## src/rtl/branch_predictor.sv

```systemverilog
`default_nettype none
// ============================================================================
//  Module      : branch_predictor
//  Description : Fetch-side branch predictor. A direct-mapped BTB whose
//                entries carry a 2-bit saturating counter gives a same-cycle
//                taken/target prediction for the fetch PC. Execute-stage
//                resolutions train the table, and a registered one-cycle
//                pulse flags each mispredict while a running count tracks
//                how many have occurred.
//  Revision    : 1.0 - initial release
// ============================================================================
module branch_predictor #(
    parameter int IDX_W = 4,
    parameter int CNT_W = 16
) (
    input  logic             clk,
    input  logic             rst_n,
    input  logic [31:0]      pc_f,
    output logic             pred_taken,
    output logic [31:0]      pred_target,
    input  logic             upd_valid,
    input  logic [31:0]      upd_pc,
    input  logic             upd_taken,
    input  logic [31:0]      upd_target,
    input  logic             upd_pred_taken,
    input  logic [31:0]      upd_pred_target,
    output logic             mispredict,
    output logic [CNT_W-1:0] mispred_cnt
);

    localparam int c_ENTRIES = 1 << IDX_W;
    localparam int c_TAG_W   = 32 - IDX_W - 2;

    localparam logic [1:0] c_CTR_SNT = 2'b00;
    localparam logic [1:0] c_CTR_WNT = 2'b01;
    localparam logic [1:0] c_CTR_WT  = 2'b10;
    localparam logic [1:0] c_CTR_ST  = 2'b11;

    // BTB storage
    logic               r_valid  [c_ENTRIES];
    logic [c_TAG_W-1:0] r_tag    [c_ENTRIES];
    logic [31:0]        r_target [c_ENTRIES];
    logic [1:0]         r_ctr    [c_ENTRIES];

    logic               r_mispredict;
    logic [CNT_W-1:0]   r_mispred_cnt;

    // Fetch-side lookup
    logic [IDX_W-1:0]   w_f_idx;
    logic [c_TAG_W-1:0] w_f_tag;
    logic               w_f_hit;

    // Update-side lookup
    logic [IDX_W-1:0]   w_u_idx;
    logic [c_TAG_W-1:0] w_u_tag;
    logic               w_u_hit;
    logic               w_wrong;

    // Byte-offset bits of both PCs never address the table
    logic               w_unused_bits;

    assign w_unused_bits = ^{pc_f[1:0], upd_pc[1:0]};

    assign w_f_idx = pc_f[IDX_W+1:2];
    assign w_f_tag = pc_f[31:IDX_W+2];
    assign w_u_idx = upd_pc[IDX_W+1:2];
    assign w_u_tag = upd_pc[31:IDX_W+2];

    assign w_u_hit = r_valid[w_u_idx] && (r_tag[w_u_idx] == w_u_tag);

    // A target mismatch only matters when both the prediction and the outcome were taken
    assign w_wrong = (upd_pred_taken != upd_taken) ||
                     (upd_taken && upd_pred_taken && (upd_pred_target != upd_target));

    // Zero-latency prediction from registered table state; no bypass of a same-cycle update
    always_comb begin
        w_f_hit     = r_valid[w_f_idx] && (r_tag[w_f_idx] == w_f_tag);
        pred_taken  = w_f_hit && r_ctr[w_f_idx][1];
        pred_target = pred_taken ? r_target[w_f_idx] : (pc_f + 32'd4);
    end

    // Train the BTB entry selected by the resolved PC
    always_ff @(posedge clk or negedge rst_n) begin
        if (!rst_n) begin
            for (int i = 0; i < c_ENTRIES; i++) begin
                r_valid[i]  <= 1'b0;
                r_tag[i]    <= '0;
                r_target[i] <= '0;
                r_ctr[i]    <= c_CTR_WNT;
            end
        end else if (upd_valid) begin
            if (w_u_hit) begin
                if (upd_taken) begin
                    r_target[w_u_idx] <= upd_target;
                    if (r_ctr[w_u_idx] != c_CTR_ST) begin
                        r_ctr[w_u_idx] <= r_ctr[w_u_idx] + 2'd1;
                    end
                end else if (r_ctr[w_u_idx] != c_CTR_SNT) begin
                    r_ctr[w_u_idx] <= r_ctr[w_u_idx] - 2'd1;
                end
            end else if (upd_taken) begin
                // Not-taken misses are never allocated
                r_valid[w_u_idx]  <= 1'b1;
                r_tag[w_u_idx]    <= w_u_tag;
                r_target[w_u_idx] <= upd_target;
                r_ctr[w_u_idx]    <= c_CTR_WT;
            end
        end
    end

    // Registered mispredict pulse and its wrapping event counter
    always_ff @(posedge clk or negedge rst_n) begin
        if (!rst_n) begin
            r_mispredict  <= 1'b0;
            r_mispred_cnt <= '0;
        end else begin
            r_mispredict <= upd_valid && w_wrong;
            if (upd_valid && w_wrong) begin
                r_mispred_cnt <= r_mispred_cnt + {{(CNT_W-1){1'b0}}, 1'b1};
            end
        end
    end

    assign mispredict  = r_mispredict;
    assign mispred_cnt = r_mispred_cnt;

endmodule
`default_nettype wire

```

## config.mk

```make
export PLATFORM = sky130hd
export DESIGN_NAME = branch_predictor
export DESIGN_NICKNAME = d
export VERILOG_FILES = /design/src/rtl/branch_predictor.sv
export SDC_FILE = /design/constraint.sdc
export NUM_CORES = 2
export LEC_CHECK = 0
export CAP_MARGIN = 10
export CORE_UTILIZATION = 55
export CTS_BUF_LIST = sky130_fd_sc_hd__clkbuf_8
export DETAILED_ROUTE_END_ITERATION = 6
export GPL_TIMING_DRIVEN = 0
export HOLD_SLACK_MARGIN = 0.08
export PLACE_DENSITY = 0.76
export SLEW_MARGIN = 20
export SYNTH_ARGS = -nofsm -noshare
export SYNTH_HDL_FRONTEND = slang
export SYNTH_SLANG_ARGS = --single-unit
```

## constraint.sdc

```tcl
create_clock -name clk -period 4.45 [get_ports clk]
set_clock_uncertainty 0.05 [all_clocks]
set_input_delay 0.445 -clock clk [delete_from_list [all_inputs] [get_ports clk]]
set_output_delay 0.445 -clock clk [all_outputs]
set_load 0.02 [all_outputs]
```

==> flow_summary.yaml <==
status:
  status: "complete, but fails checks"
  violations: "DRC, setup timing"
power:
  seqPwrFrac_pct: 46.2
  power_switching_mw: 7.41
  pwr-share-comb_pct: 21.2
  ir_drop_mv: 0.323
  pwr_density_cell_nw_per_um2: 438
  power_frac_clock_pct: 32.6
  power_mw: 25.8
  intPower_mw: 18.4
  p_leak_nw: 25.7
  swShare_pct: 28.7
cells_and_area:
  instances_no_fill: 5050
  layout_common_cells: "977 x dfrtp_1, 969 x mux2_2, 343 x mux4_2"
  final_common_cell: "dfrtp_1"
  area_delta_synth_final_pct: 16.6
  utilization_pct: 65.1
  fill_cells: 6595
  drive_above_1_share_pct: 50.1
  nets: 3876
clock_tree:
  cts_sinks: 993
  clk_path_buf_depth: 3
  cts_buffers: 167
  h-tree-depth: 4
  clk_latency_ns: 0.89
  root_buffer: "clkbuf_8"
  tritoncts: "yes"
  cts.clk_slew.worst_paths_ns: 0.06
hold_path:
  hp-class: "primary input to flop"
  whs_path_depth: 2
routing:
  wl_met1_mm: 63.3
  wl_per_cell_um: 32.5
  post-route-drc-count: 1
  wl_mm: 164
  drtPass1Iterations: 7
  maxUsedRoutingLayer: "met5"
  vias: 33600
  met3_length_mm: 17.4
  routed_via_density: 6.65
  antenna_left: 0
  drt-initial-drc-count: 3847
  dr_wl_met2_mm: 74.4
timing:
  hold_viol: 0
  setup_viol: 73
  rsz0062_at_grt: "yes"
  drv_slew: 0
  worst_slew_pin_slew_ns: 1.14
  fmax_mhz: 212
  fin_crit_sh_pct: 106
  max_slew_margin_pct: 23.1
  final.min_clock_period_ns: 4.72
  fin_ws_ns: -0.269
global_routing:
  grt_usage_pct: 35.9
  grt_pass1_wl_mm: 240
  grt_pass1_vias: 34900
  antenna_found_initial: 12
  grt_max_degree: 144
  grt_remaining_overflow: 0
critical_path:
  arrival_ns: 4.22
  reg2reg_depth: 12
  worstPathMaxFanout: 10
  cp-end-kind: "output pin"
  cp.required_ns: 3.95
  startpoint_type: "primary input"
  path_class: "primary input to output pin"
logic_synthesis:
  ys_seq_area_share_pct: 49.2
  synthCells: 3362
  syn_area_um2: 50500
  synth-edff-count: 0
  syn-num-nets: 3500
  synth.avg_cell_area_um2: 15.0
  synthTopCellsByArea: "dfrtp_1 48%, mux2_2 22%, mux4_2 15%"
  yosys.area.top_type: "dfrtp_1"
  synth_top_area_share_pct: 48.4
  yosys_most_used_dff: "dfrtp_1"
  yosys_warnings: 0
  async_flop_share_pct: 100
  synth-seq-cells: 993
  yosysUniqueCellTypes: 64
floorplanning:
  io_pins: 183
  rows: 110
  die_x_um: 305
  start_util_pct: 55.8
  die_area_um2: 93100
  fp.dieH_um: 305
  core_um2: 90600
placed_design:
  place_ws_ns: -3.35
  io_buffer_count: 163
  dp_cells: 4711
  dpl.hpwl_mm: 111
  routabilityCongestion: 0.975
job:
  cap_violations: 0
[power by group through the flow]
stage / registers, mW / logic, mW / clock network (mW)
CTS: 11.9 / 5.35 / 8.48
detailed placement: 12.0 / 5.19 / 0
global placement: 12.0 / 5.02 / 0
global route: 12.1 / 5.76 / 8.88
finish: 11.9 / 5.47 / 8.43
floorplan: 11.6 / 3.70 / 0
[per-layer routing]
layer / GRT usage [%] / vias up
met2: 53.8 / 1837
met3: 11.3 / 497
li1: - / 13500
met5: 0 / -
met1: 47.1 / 17800
met4: 18.7 / 14
[metrics by stage]
stage / hold WS (ns) / instance area, um^2 / setup TNS [ns]
5_1_grt: 0.132 / 58900 / -6.28
4_1_cts: 0.0803 / 58700 / -4.95
6_report: 0.143 / 58900 / -7.38
3_5_place_dp: 0.285 / 54000 / -916.25
3_3_place_gp: 0.413 / 53600 / -
2_1_floorplan: 0.0994 / 50500 / 0
[area by class of cell]
class                           instances  area (um^2)  area share, %
Clock inverter                         84          482          0.817
Sequential cell                       993        24900           42.2
Tap cell                             1176         1470           2.50
Multi-Input combinational cell       2054        24700           42.0
Clock buffer                          215         2960           5.02
Inverter                               16         60.1          0.102
Buffer                                295         1960           3.32
Antenna cell                            6         15.0         0.0255
Timing Repair Buffer                  211         2390           4.05
[kinds of logic (layout without fill, tap and decap cells)]
logic type | after synthesis | in the layout | synth area share, %
flops | 993 | 993 | 49.2
xor+xnor | 124 | 124 | 2.15
compound gates | 168 | 168 | 2.41
other cells | 0 | 6 | 0
buf+inv | 315 | 821 | 2.81
mux | 1472 | 1472 | 40.2
fa+ha+maj | 5 | 5 | 0.124
simple gates | 285 | 285 | 3.13
[registers in the layout, summed over array words and instances (netlist names)]
register     cells
mispred_cnt     16
mispredict       1
r_ctr           32
r_target       512
r_valid         16
r_tag          416
[critical path: stages]
cell	delay [ns]
clkbuf_2	0.32
buf_4	0.35
buf_4	0.40
clkbuf_8	0.32
nand3_1	0.19
nor2_2	0.36
nand2_1	0.14
nor2_2	0.31
nand2_1	0.19
nor2_1	0.31
nand4_1	0.15
xnor2_1	0.20
mux2_4	0.34
buf_6	0.14
[final timing paths]
path / slack [ns] / from / end
min reg2reg: 0.42 / mispred_cnt[15] / mispred_cnt[15]
min in group asynchronous: 0.22 / rst_n / r_tag[154]
max: -0.27 / pc_f[4] / pred_target[26]
min: 0.14 / upd_pc[27] / r_tag[307]
max reg2reg: 0.32 / r_tag[145] / r_tag[270]
max in group asynchronous: 2.11 / rst_n / r_target[270]
[synthesized netlist by cell type (all sizes together), types with 5 or more instances]
cell type  count
mux2        1019
dfrtp        977
mux4         343
clkbuf       175
buf          124
mux2i        110
xnor2        101
nand2         68
nand3         34
a21oi         30
nor2          30
nor2b         29
a22oi         26
o21ai         25
nand4         24
xor2          23
o22ai         22
nor3          20
or2           19
a211oi        18
and3          17
dfstp         16
inv           16
o211ai        11
o2bb2ai       10
nor4           9
and2           7
nand2b         7
or3            7
and4           5
ha             5
[timing repair]
item | CTS | global route
hold endpoints to repair | 577 | 0
resized for setup | 484 | 85
buffers inserted | 17 | 9
gates cloned | 4 | 0
setup endpoints to repair | 497 | 388
hold buffers | 10 | 0
pin swaps | 15 | 9
Note: power is estimated with default switching activity, not from simulation.
